[src/rtl/buzzer_pkg.sv]
// Shared types and default widths for the buzzer pattern generator.
// Holds the FSM state enum and the default counter widths.
package buzzer_pkg;

  typedef enum logic [1:0] {
    IDLE = 2'd0,
    ON   = 2'd1,
    OFF  = 2'd2
  } state_e;

  localparam int CNT_W_DEF  = 16;
  localparam int DUR_W_DEF  = 16;
  localparam int BEEP_W_DEF = 8;

endpackage

[src/rtl/tone_phase_counter.sv]
// Tone phase counter: tracks the position inside one tone period.
// Ports: clk, reset, restart (phase->0), run (advance), period, duty,
// tone (level for the NEXT cycle, to be registered by the caller).
module tone_phase_counter
  import buzzer_pkg::*;
#(
  parameter int CNT_W = CNT_W_DEF
) (
  input  logic             clk,
  input  logic             reset,
  input  logic             restart,
  input  logic             run,
  input  logic [CNT_W-1:0] period,
  input  logic [CNT_W-1:0] duty,
  output logic             tone
);

  logic [CNT_W-1:0] phase_q;
  logic [CNT_W-1:0] phase_d;
  logic             wrap;

  // Extra bit keeps phase+1 from overflowing for period=0.
  assign wrap = ({1'b0, phase_q} + (CNT_W+1)'(1))
                >= {1'b0, period};

  always_comb begin
    phase_d = phase_q;
    if (restart) begin
      phase_d = '0;
    end else if (run) begin
      phase_d = wrap ? '0 : phase_q + CNT_W'(1);
    end
  end

  // Level is derived from the next phase so the caller's
  // register shows it with no extra cycle of latency.
  always_comb begin
    tone = 1'b0;
    if (period < CNT_W'(2)) begin
      tone = 1'b0;
    end else if (duty >= period) begin
      tone = 1'b1;
    end else begin
      tone = (phase_d < duty);
    end
  end

  always_ff @(posedge clk) begin
    if (reset) begin
      phase_q <= '0;
    end else begin
      phase_q <= phase_d;
    end
  end

endmodule

[src/rtl/buzzer_pattern_gen.sv]
// Beep pattern generator: N gated tone beeps or a continuous train.
// Ports: clk, reset, start, stop, period, duty, on_len, off_len,
// beep_count (0 = continuous), busy, done, buzzer_signal.
// Optional macro BUZZER_MUTE_EN adds input mute (forces tone low).
module buzzer_pattern_gen
  import buzzer_pkg::*;
#(
  parameter int CNT_W  = CNT_W_DEF,
  parameter int DUR_W  = DUR_W_DEF,
  parameter int BEEP_W = BEEP_W_DEF
) (
  input  logic              clk,
  input  logic              reset,
  input  logic              start,
  input  logic              stop,
  input  logic [CNT_W-1:0]  period,
  input  logic [CNT_W-1:0]  duty,
  input  logic [DUR_W-1:0]  on_len,
  input  logic [DUR_W-1:0]  off_len,
  input  logic [BEEP_W-1:0] beep_count,
`ifdef BUZZER_MUTE_EN
  input  logic              mute,
`endif
  output logic              busy,
  output logic              done,
  output logic              buzzer_signal
);

  state_e state_q, state_d;

  logic [CNT_W-1:0]  period_q, period_d;
  logic [CNT_W-1:0]  duty_q, duty_d;
  logic [DUR_W-1:0]  on_q, on_d;
  logic [DUR_W-1:0]  off_q, off_d;
  logic [BEEP_W-1:0] bcnt_q, bcnt_d;

  logic [DUR_W-1:0]  dur_q, dur_d;
  logic [BEEP_W-1:0] beeps_q, beeps_d;
  logic              done_q, done_d;
  logic              buz_q, buz_d;

  logic              load;
  logic [DUR_W-1:0]  on_eff;
  logic [DUR_W-1:0]  off_eff;
  logic              on_last;
  logic              off_last;
  logic              last_beep;
  logic [BEEP_W-1:0] beeps_inc;
  logic              run;
  logic              restart;
  logic              tone_nxt;
  logic              mute_w;

  assign load = (state_q == IDLE) && start && !stop;

  // Config feeds straight through on the load cycle so the
  // first ON cycle already sees the new tone settings.
  assign period_d = load ? period     : period_q;
  assign duty_d   = load ? duty       : duty_q;
  assign on_d     = load ? on_len     : on_q;
  assign off_d    = load ? off_len    : off_q;
  assign bcnt_d   = load ? beep_count : bcnt_q;

  assign on_eff  = (on_q  == '0) ? DUR_W'(1) : on_q;
  assign off_eff = (off_q == '0) ? DUR_W'(1) : off_q;

  assign on_last  = ({1'b0, dur_q} + (DUR_W+1)'(1))
                    >= {1'b0, on_eff};
  assign off_last = ({1'b0, dur_q} + (DUR_W+1)'(1))
                    >= {1'b0, off_eff};

  // Saturates so continuous mode never wraps back to zero.
  assign beeps_inc = (beeps_q == '1) ? beeps_q
                                     : beeps_q + BEEP_W'(1);

  assign last_beep = (bcnt_q != '0) &&
                     (({1'b0, beeps_q} + (BEEP_W+1)'(1))
                      >= {1'b0, bcnt_q});

  always_comb begin
    state_d = state_q;
    dur_d   = dur_q;
    beeps_d = beeps_q;
    done_d  = 1'b0;
    if (stop) begin
      state_d = IDLE;
      dur_d   = '0;
      beeps_d = '0;
    end else begin
      unique case (state_q)
        IDLE: begin
          if (start) begin
            state_d = ON;
            dur_d   = '0;
            beeps_d = '0;
          end
        end
        ON: begin
          if (on_last) begin
            dur_d   = '0;
            beeps_d = beeps_inc;
            if (last_beep) begin
              state_d = IDLE;
              done_d  = 1'b1;
            end else begin
              state_d = OFF;
            end
          end else begin
            dur_d = dur_q + DUR_W'(1);
          end
        end
        OFF: begin
          if (off_last) begin
            state_d = ON;
            dur_d   = '0;
          end else begin
            dur_d = dur_q + DUR_W'(1);
          end
        end
        default: begin
          state_d = IDLE;
          dur_d   = '0;
          beeps_d = '0;
        end
      endcase
    end
  end

  assign run     = (state_d == ON);
  assign restart = run && (state_q != ON);

  tone_phase_counter #(
    .CNT_W (CNT_W)
  ) u_tone (
    .clk     (clk),
    .reset   (reset),
    .restart (restart),
    .run     (run),
    .period  (period_d),
    .duty    (duty_d),
    .tone    (tone_nxt)
  );

`ifdef BUZZER_MUTE_EN
  assign mute_w = mute;
`else
  assign mute_w = 1'b0;
`endif

  assign buz_d = run && tone_nxt && !mute_w;

  always_ff @(posedge clk) begin
    if (reset) begin
      state_q  <= IDLE;
      period_q <= '0;
      duty_q   <= '0;
      on_q     <= '0;
      off_q    <= '0;
      bcnt_q   <= '0;
      dur_q    <= '0;
      beeps_q  <= '0;
      done_q   <= 1'b0;
      buz_q    <= 1'b0;
    end else begin
      state_q  <= state_d;
      period_q <= period_d;
      duty_q   <= duty_d;
      on_q     <= on_d;
      off_q    <= off_d;
      bcnt_q   <= bcnt_d;
      dur_q    <= dur_d;
      beeps_q  <= beeps_d;
      done_q   <= done_d;
      buz_q    <= buz_d;
    end
  end

  assign busy          = (state_q != IDLE);
  assign done          = done_q;
  assign buzzer_signal = buz_q;

endmodule

[config.mk]
export PLATFORM = sky130hd
export DESIGN_NAME = buzzer_pattern_gen
export DESIGN_NICKNAME = d
export VERILOG_FILES = /design/src/rtl/buzzer_pkg.sv /design/src/rtl/tone_phase_counter.sv /design/src/rtl/buzzer_pattern_gen.sv
export SDC_FILE = /design/constraint.sdc
export NUM_CORES = 1
export LEC_CHECK = 0
export BUFFER_PORTS_ARGS = -buffer_cell sky130_fd_sc_hd__clkbuf_2
export CORE_MARGIN = 10
export CORE_UTILIZATION = 45
export DETAILED_ROUTE_END_ITERATION = 16
export SLEW_MARGIN = 15
export SYNTH_ARGS = -nofsm -noshare
export SYNTH_HDL_FRONTEND = slang
export SYNTH_SLANG_ARGS = --single-unit
[constraint.sdc]
create_clock -name clk -period 6.74 [get_ports clk]
set_input_delay 1.685 -clock clk [delete_from_list [all_inputs] [get_ports clk]]
set_output_delay 1.685 -clock clk [all_outputs]
set_load 0.03 [all_outputs]
==> impl_metrics.csv, run 1 <==
group,metric,value,unit
outcome,status,"completed",
synth,ys_seq_area_share,30.4,%
placed_design,place_area,8160,um^2
floorplanning,placementRows,47,
drt,avgRoutedWirePerCell,16.3,um
clock_tree,cts.clk_slew.worst_paths,60,ps
placed_design,gp_congestion,0.908,
floorplanning,ioPinCount,79,
sta,rsz0062_at_grt,"false",
worst_setup_path,critPathKind,"input pin to flip-flop",
global_route,antenna_found_initial,0,
drt,drcViolationCount,0,
worst_hold_path,hold_path.class,"flip-flop to flip-flop",
power,peakVddDrop,0.186,mV
worst_setup_path,critPathArrivalTime,6300,ps
sta,relSlewSlack,41.4,%
sta,fin_worst_skew,10.2,ps
worst_hold_path,hold_start,"on_q[0]",
synth,synthSimpleGateAreaFrac,21.5,%
sta,max_freq,167,MHz
drt,routed_via_density,5.35,
worst_setup_path,rrSetupSlack,860,ps
synth,synth_top_family_by_area,"simple AND/OR/NAND/NOR gates",
floorplanning,fp.coreArea,16600,um^2
placed_design,dp_cells,1185,
synth,dominantRegCellSynth,"dfxtp_1",
finish,final_common_cell,"nand2_1",
worst_hold_path,whs_path_depth,2,
floorplanning,die_y,150,um
synth,synthDistinctLibCells,75,
worst_hold_path,hold_end,"on_q[0]",
placed_design,io_buffers,78,
clock_tree,cts_setup_buffers,0,
sta,drv_slew,0,
global_route,grt_pass1_wl,32.0,mm
clock_tree,cts-resized-gates,0,
drt,dr.pass1.iters,5,
clock_tree,clockBufferDepth,2,
sta,tightest_slew,879,ps
finish,area_growth,15.7,%
worst_setup_path,cp.required,7060,ps
synth,synth.avg_cell_area,8.29,um^2
global_route,grt_max_degree,51,
finish,fin_nets,1154,
sta,period_needed,5980,ps
finish,diodes,0,
global_route,grt_usage,17.7,%
clock_tree,holdBufCountCts,0,
sta,hold_viol_final,0,
clock_tree,clock_latency,430,ps
job,maxCapViolCount,0,
floorplanning,start_util,46.1,%
global_route,grt_pass1_vias,6243,
synth,muxShareOfSynthArea,4.06,%
clock_tree,cts_buffers,17,
drt,drt-initial-drc-count,394,
synth,synth-seq-cells,116,
placed_design,hpwl,15.1,mm
finish,final_cell_mix,"124 x nand2_1, 116 x dfxtp_1, 94 x ha_1",
floorplanning,die_w,150,um
clock_tree,clock_sinks,116,
finish,layout-drive-gt1-share,16.2,%
worst_setup_path,critPathLaunchType,"input pin",
power,p_leak,3.99,nW
worst_setup_path,rr_worst_depth,24,
synth,syn_nets,1091,
finish,fin_area,8840,um^2
finish,fin_cells,1216,
worst_setup_path,r2r_end,"buzzer_signal",
clock_tree,htreeDepth,4,
floorplanning,dieArea,22600,um^2
worst_setup_path,endpoint_kind,"flip-flop",
sta,fin_hold_ws,472,ps
drt,drt_wl_total,19.8,mm
power,p_per_area,231,nW/um^2
synth,ys_warn_count,0,
synth,synth_compound_area_share,18.3,%
sta,setup_viol,0,
global_route,grt-ovfl-total,0,
sta,period_share,88.7,%
synth,synthesis.area,7640,um^2
synth,syn_inst,921,
drt,num_vias,6510,
worst_setup_path,cp_max_fo,14,
synth,synth-async-reset-ratio,0,%
worst_setup_path,r2r_start,"dur_q[0]",
clock_tree,cts-root-buf,"clkbuf_16",
synth,synth_fa_ha_area_share,15.4,%
power,p_total,2.04,mW
clock_tree,cts_tree,"done",
drt,detail-route-antenna-nets,0,
synth,synthXorXnorAreaFrac,3.90,%
synth,synth_edf_count,0,
sta,finalSetupTns,0,ps
[worst max-delay path, stage by stage]
cell       delay, ps
clkbuf_2         110
nand2_1          120
nor2_4           460
buf_4            240
mux2i_1          370
ha_1             220
a21oi_1           60
o21ai_0          280
o21a_1           250
a21oi_1           80
o21ba_2          200
and4_2           230
or3_1            310
ha_1             270
nand4_1          100
a2111oi_0        520
o31a_1           240
a211oi_1          50
o21ai_0           80
a31oi_1           60
o31a_1           310
[power by group]
part | internal, mW | switching (mW) | total [mW]
clock | 0.729 | 0.323 | 1.05
combinational | 0.106 | 0.159 | 0.265
sequential | 0.709 | 0.0149 | 0.724
total | 1.54 | 0.497 | 2.04
[through the flow]
stage	utilization (%)	worst slack, ps
final	53.3	758
after global routing	53.3	155
after CTS	53.3	776
after detailed placement	49.2	390
after global placement	49.2	457
after floorplan	-	687
[registers in the layout, summed over array words and instances, names as in the netlist]
register and count:
bcnt_q 8, beeps_q 8, buzzer_signal 1, done 1, dur_q 16, duty_q 16
off_q 16, on_q 16, period_q 16, state_q 2, u_tone.phase_q 16
[worst max-delay path by stage]
| stage | cells past startpoint | from | endpoint |
|---|---|---|---|
| 2_1_floorplan | 23 | start | buzzer_signal |
| 3_3_place_gp | 20 | start | buzzer_signal |
| 3_5_place_dp | 22 | start | buzzer_signal |
| 4_1_cts | 21 | start | buzzer_signal |
| 5_1_grt | 24 | dur_q[0] | buzzer_signal |
| 6_report | 21 | start | buzzer_signal |
[cells in the mapped netlist (3+ instances only)]
| master | instances | area share (%) |
|---|---|---|
| a32o_1 | 9 | 1.2 |
| and3_1 | 11 | 0.90 |
| nand3b_1 | 4 | 0.39 |
| or3_1 | 4 | 0.33 |
| a22o_1 | 10 | 1.1 |
| buf_2 | 10 | 0.66 |
| nor2_1 | 82 | 4.0 |
| nand4_1 | 18 | 1.5 |
| xor2_1 | 14 | 1.6 |
| nand2b_1 | 6 | 0.49 |
| buf_6 | 5 | 0.74 |
| o21a_1 | 3 | 0.29 |
| nand2_1 | 124 | 6.1 |
| nand3_1 | 25 | 1.6 |
| inv_1 | 62 | 3.0 |
| and2_1 | 3 | 0.25 |
| a21o_1 | 16 | 1.6 |
| nand3_2 | 5 | 0.66 |
| buf_1 | 4 | 0.20 |
| dfxtp_1 | 116 | 30 |
| nor3_1 | 17 | 1.1 |
| a31oi_1 | 3 | 0.25 |
| ha_1 | 94 | 15 |
| mux2i_1 | 31 | 4.1 |
| nor2b_1 | 4 | 0.33 |
| and3_4 | 3 | 0.44 |
| a211oi_1 | 9 | 0.88 |
| or2_2 | 3 | 0.25 |
| xnor2_1 | 20 | 2.3 |
| nor4_1 | 11 | 0.90 |
| o31a_1 | 4 | 0.46 |
| a22oi_1 | 14 | 1.4 |
| a21oi_1 | 75 | 4.9 |
| o21ai_0 | 30 | 2.0 |
| clkbuf_1 | 25 | 1.2 |
[cell families after synthesis]
logic type      after synthesis
compound gates              200
flops                       116
buf+inv                     110
mux                          31
simple gates                336
xor+xnor                     34
fa+ha+maj                    94
[metal layers]
metal	vias up	track usage, %	routed length (um)
met1	2981	23.6	9540
met5	-	0	0
met3	15	4.29	906
met4	0	3.84	169
met2	135	28.2	9200
li1	3379	-	-
[area by class of cell]
class	count	area, um^2
clock buffer	22	484
timing repair buffer	92	495
sequential	116	2320
inverter	62	233
multi-input combinational	695	4830
fill	1573	7740
clock inverter	9	198
tap	220	275
No activity file was read; power rests on OpenSTA's default activity.
==> run 2, diff against run 1 <==
--- a/config.mk
+++ b/config.mk
@@ -9,6 +9,7 @@
 export CORE_MARGIN = 10
 export CORE_UTILIZATION = 45
 export DETAILED_ROUTE_END_ITERATION = 16
+export RECOVER_POWER = 100
 export SLEW_MARGIN = 15
 export SYNTH_ARGS = -nofsm -noshare
 export SYNTH_HDL_FRONTEND = slang
==> run 2 against run 1 <==
The run now ends with capacitance limit, slew limit left. Via count about the same. First-iteration DRC count shrank 7.6%. Global-route usage did not move. Worst hold slack about the same. Core utilization fell by 0.13 points. Count of clock-buffer cells in the layout unchanged. Fmax decreased by 3.1%.
==> impl_metrics.csv, run 2 (synthesized netlist as in run 1, its figures left out) <==
group,metric,value,unit
outcome,status,"finished with violations",
outcome,violations,"capacitance limit, slew limit",
global_route,grt-ovfl-total,0,
sta,setup_viol,0,
drt,drcViolationCount,0,
sta,rsz0062_at_grt,"false",
placed_design,gp_congestion,0.908,
job,maxCapViolCount,3,
sta,period_needed,6170,ps
drt,drt_wl_total,19.8,mm
drt,num_vias,6507,
clock_tree,holdBufCountCts,0,
floorplanning,start_util,46.1,%
sta,fin_worst_skew,9.23,ps
floorplanning,fp.coreArea,16600,um^2
worst_hold_path,hold_start,"on_q[0]",
placed_design,place_area,8160,um^2
finish,diodes,0,
worst_setup_path,critPathSlowestCell,"mux2i_1",
drt,detail-route-antenna-nets,0,
power,p_leak,3.96,nW
worst_setup_path,cp.required,7060,ps
clock_tree,clock_latency,430,ps
finish,layout-drive-gt1-share,15.2,%
sta,drv_slew,136,
worst_setup_path,critPathLaunchType,"input pin",
drt,routed_via_density,5.35,
worst_hold_path,hold_end,"on_q[0]",
sta,tightest_slew,2220,ps
floorplanning,ioPinCount,79,
clock_tree,clock_sinks,116,
finish,fin_area,8820,um^2
finish,area_growth,15.4,%
worst_setup_path,rr_worst_depth,24,
global_route,antenna_found_initial,0,
worst_setup_path,crit_path_cell_trace,"clkbuf_1 > nand2_1 > nor2_4 > buf_4 > clkbuf_1 > mux2i_1 > ha_1 > a21oi_1 > o21ai_4 > a31oi_4 > buf_4 > nand2_1 > nand3_1 > a22o_1 > ha_1 > nand4_1 > a2111oi_0 > o31a_1 > a211oi_1 > o21ai_0 > a31oi_1 > o31a_1",
floorplanning,die_w,150,um
worst_hold_path,hold_path.class,"flip-flop to flip-flop",
clock_tree,cts_buffers,17,
global_route,grt_pass1_wl,32.0,mm
drt,avgRoutedWirePerCell,16.2,um
global_route,grt_usage,17.7,%
power,peakVddDrop,0.187,mV
finish,postLayoutCoreUtil,53.2,%
power,p_per_area,231,nW/um^2
sta,finalSetupTns,0,ps
worst_setup_path,endpoint_kind,"flip-flop",
sta,max_freq,162,MHz
worst_setup_path,critPathArrivalTime,6490,ps
drt,drt-initial-drc-count,364,
sta,relSlewSlack,-48.0,%
global_route,grt_pass1_vias,6243,
drt,dr.pass1.iters,5,
clock_tree,clockBufferDepth,2,
clock_tree,htreeDepth,4,
sta,hold_viol_final,0,
floorplanning,dieArea,22600,um^2
worst_setup_path,rrSetupSlack,870,ps
finish,fin_nets,1154,
clock_tree,cts_setup_buffers,0,
placed_design,hpwl,15.1,mm
clock_tree,cts-root-buf,"clkbuf_16",
sta,period_share,91.6,%
floorplanning,placementRows,47,
worst_setup_path,r2r_start,"dur_q[0]",
finish,final_common_cell,"nand2_1",
clock_tree,cts_tree,"done",
global_route,grt_max_degree,51,
worst_setup_path,max_stage_delay,530,ps
clock_tree,cts.clk_slew.worst_paths,60,ps
worst_setup_path,path_delay_family,"compound AO/OA/AOI/OAI gates",
finish,final_cell_mix,"124 x nand2_1, 116 x dfxtp_1, 94 x ha_1",
worst_setup_path,critPathKind,"input pin to flip-flop",
worst_setup_path,cp_max_fo,15,
worst_setup_path,critPathBufInv,4,
clock_tree,cts-resized-gates,0,
worst_hold_path,whs_path_depth,2,
worst_setup_path,r2r_end,"buzzer_signal",
placed_design,io_buffers,78,
floorplanning,die_y,150,um
[run 2: area by class of cell]
cell class / instances / area (um^2)
Multi-Input combinational cell: 695 / 4830
Clock buffer: 22 / 484
Timing Repair Buffer: 92 / 474
Fill cell: 1581 / 7770
Sequential cell: 116 / 2320
Inverter: 62 / 233
Clock inverter: 9 / 198
Tap cell: 220 / 275
[run 2: worst max path at each step]
| stage | from | end | slack, ps | cells after the start |
|---|---|---|---|---|
| after CTS | start | buzzer_signal | 780 | 21 |
| after global routing | start | buzzer_signal | 90 | 22 |
| after detailed placement | start | buzzer_signal | 390 | 22 |
| final | start | buzzer_signal | 570 | 22 |
| after floorplan | start | buzzer_signal | 690 | 23 |
| after global placement | start | buzzer_signal | 460 | 20 |
[run 2: worst register-to-register path, stage by stage (launching register included)]
cell	delay (ps)
dfxtp_1	460
nand3_1	210
nor2_1	270
and3_1	340
and3_1	230
nand3_1	110
xnor2_1	190
ha_1	380
nand4_1	110
nor2_1	90
o21ai_0	150
o211ai_4	370
o32ai_2	180
a221oi_4	400
buf_4	290
nand3_1	130
a22o_1	200
ha_1	290
nand4_1	120
a2111oi_0	520
o31a_1	240
a211oi_1	50
o21ai_0	80
a31oi_1	60
o31a_1	310
[run 2: routing by layer]
| layer | track usage (%) | routed length [um] |
|---|---|---|
| met1 | 23.6 | 9510 |
| met2 | 28.2 | 9150 |
| met3 | 4.29 | 919 |
| met4 | 3.84 | 169 |
| met5 | 0 | 0 |
[run 2: through the flow]
step,total power [mW],setup WS [ps],hold WS [ps],std cells
3_3_place_gp,1.00,457,463,1185
5_1_grt,2.12,89.7,494,1216
2_1_floorplan,0.917,687,436,921
4_1_cts,2.06,776,475,1216
3_5_place_dp,1.00,390,465,1185
6_report,2.04,567,471,1216
[run 2: report_power, final]
group | total [mW] | internal [mW] | leakage, nW | switching, mW
combinational | 0.263 | 0.104 | 2.68 | 0.159
sequential | 0.724 | 0.709 | 0.943 | 0.0149
clock | 1.05 | 0.729 | 0.332 | 0.323
==> run 3, diff against run 2 <==
--- a/config.mk
+++ b/config.mk
@@ -9,6 +9,7 @@
 export CORE_MARGIN = 10
 export CORE_UTILIZATION = 45
 export DETAILED_ROUTE_END_ITERATION = 16
+export PLACE_DENSITY = 0.68
 export RECOVER_POWER = 100
 export SLEW_MARGIN = 15
 export SYNTH_ARGS = -nofsm -noshare
==> run 3 against run 2 <==
The run still ends with capacitance limit, slew limit left. Sequential cell count did not move. Sequential power barely moved. Critical path type unchanged. Register-to-register slack got worse by 260 ps.
==> impl_metrics.csv, run 3 (synthesized netlist as in run 1, its figures left out) <==
group,metric,value,unit
outcome,status,"finished with violations",
outcome,violations,"capacitance limit, slew limit",
finish,diodes,0,
clock_tree,clock_latency,420,ps
global_route,grt_usage,17.4,%
finish,fin_nets,1154,
sta,drv_slew,41,
clock_tree,cts_setup_buffers,0,
finish,final_common_cell,"nand2_1",
worst_setup_path,endpoint_kind,"flip-flop",
worst_setup_path,crit_end,"buzzer_signal",
sta,period_needed,6240,ps
placed_design,place_area,8170,um^2
floorplanning,fp.coreArea,16600,um^2
clock_tree,cts.clk_slew.worst_paths,60,ps
sta,tightest_slew,1900,ps
global_route,grt_pass1_vias,6521,
drt,drt_wl_total,19.1,mm
worst_hold_path,hold_path.class,"flip-flop to flip-flop",
drt,detail-route-antenna-nets,0,
power,peakVddDrop,0.184,mV
drt,routed_via_density,5.41,
floorplanning,placementRows,47,
placed_design,dp_cells,1185,
finish,fillers,1610,
sta,rsz0062_at_grt,"false",
placed_design,hpwl,14.6,mm
worst_setup_path,rrSetupSlack,610,ps
clock_tree,clock_sinks,116,
worst_setup_path,critPathArrivalTime,6550,ps
worst_setup_path,critPathKind,"input pin to flip-flop",
worst_setup_path,rr_worst_depth,24,
global_route,grt-ovfl-total,0,
clock_tree,cts_buffers,17,
power,p_leak,3.92,nW
worst_setup_path,cp.required,7050,ps
drt,drcViolationCount,0,
drt,num_vias,6583,
clock_tree,htreeDepth,4,
clock_tree,cts-resized-gates,0,
floorplanning,ioPinCount,79,
drt,drt-initial-drc-count,440,
global_route,antenna_found_initial,0,
sta,max_freq,160,MHz
sta,finalSetupTns,0,ps
clock_tree,clockBufferDepth,2,
global_route,grt_max_degree,71,
power,p_per_area,221,nW/um^2
clock_tree,cts_tree,"done",
placed_design,gp_congestion,0.839,
finish,area_growth,14.2,%
sta,fin_worst_skew,13.4,ps
worst_setup_path,critPathLaunchType,"input pin",
sta,relSlewSlack,-26.4,%
global_route,grt_pass1_wl,31.9,mm
floorplanning,die_w,150,um
finish,postLayoutCoreUtil,52.6,%
sta,period_share,92.6,%
clock_tree,cts-root-buf,"clkbuf_16",
finish,final_cell_mix,"124 x nand2_1, 116 x dfxtp_1, 94 x ha_1",
placed_design,io_buffers,78,
worst_setup_path,cp_max_fo,33,
sta,setup_viol,0,
drt,dr.pass1.iters,5,
clock_tree,holdBufCountCts,0,
worst_setup_path,r2r_end,"buzzer_signal",
finish,seqCellArea,2320,um^2
floorplanning,dieArea,22600,um^2
finish,multi_input_area,4800,um^2
worst_setup_path,crit_start,"start",
floorplanning,start_util,46.1,%
finish,fin_cells,1216,
worst_setup_path,r2r_start,"dur_q[0]",
job,maxCapViolCount,1,
floorplanning,die_y,150,um
sta,hold_viol_final,0,
drt,avgRoutedWirePerCell,15.7,um
finish,fin_area,8720,um^2
finish,layout-drive-gt1-share,14.7,%
==> run 3: changes by cell type in the layout (fill, tap and decap cells not counted), moves of 2 or more <==
| cell | delta |
|---|---|
| clkbuf_8 | -2 |
| clkinv_2 | +2 |
| buf_4 | -3 |
| clkbuf_1 | +2 |
| bufinv_16 | -2 |
==> run 3: worst min path at each step <==
| stage | startpoint | to | cells past startpoint | slack, ps |
|---|---|---|---|---|
| 2_1_floorplan | off_q[0] | off_q[0] | 2 | 440 |
| 3_3_place_gp | off_q[0] | off_q[0] | 2 | 450 |
| 3_5_place_dp | off_q[0] | off_q[0] | 2 | 450 |
| 4_1_cts | off_q[0] | off_q[0] | 2 | 460 |
| 5_1_grt | off_q[0] | off_q[0] | 2 | 470 |
| 6_report | off_q[0] | off_q[0] | 2 | 460 |
==> run 3: per-layer routing <==
metal / up-vias / global-route usage, % / wire [um]
li1: 3378 / - / -
met1: 3041 / 20.9 / 8560
met5: - / 0 / 0
met4: 0 / 6.17 / 379
met3: 33 / 4.17 / 886
met2: 131 / 29.6 / 9270
==> run 3: area by class of cell <==
cell class / instances / area share (%)
timing repair buffer: 92 / 5.51
tap: 220 / 3.16
inverter: 62 / 2.67
clock buffer: 21 / 5.28
sequential: 116 / 26.6
multi-input combinational: 695 / 55.0
clock inverter: 10 / 1.78
==> run 3: where the power goes <==
group | internal, mW | leakage, nW | switching, mW | total (mW)
clock network | 0.632 | 0.299 | 0.313 | 0.945
registers | 0.709 | 0.943 | 0.0141 | 0.724
logic | 0.104 | 2.68 | 0.158 | 0.262
total | 1.45 | 3.92 | 0.485 | 1.93
==> run 3: worst max-delay path, cell delays in order <==
cell and delay (ps):
clkbuf_1 140, nand2_1 100, nor2_1 220, buf_12 280, mux2i_1 380, ha_1 300, a21o_1 160, a21oi_1 200
o211ai_1 130, a311o_2 410, a31oi_4 380, and3_4 400, a22o_1 190, ha_1 160, o21ai_0 90, a2111oi_0 550
o31a_1 220, a211oi_1 40, o21ai_0 90, a31oi_1 70, o31a_1 320
==> run 3: per-stage QoR <==
step / hold WS, ps / total power, mW / setup slack, ps
after global routing: 470 / 2.01 / 188
final: 456 / 1.93 / 498
after detailed placement: 451 / 1.00 / 234
after global placement: 447 / 0.999 / 432
after CTS: 458 / 1.95 / 660
after floorplan: 436 / 0.917 / 687
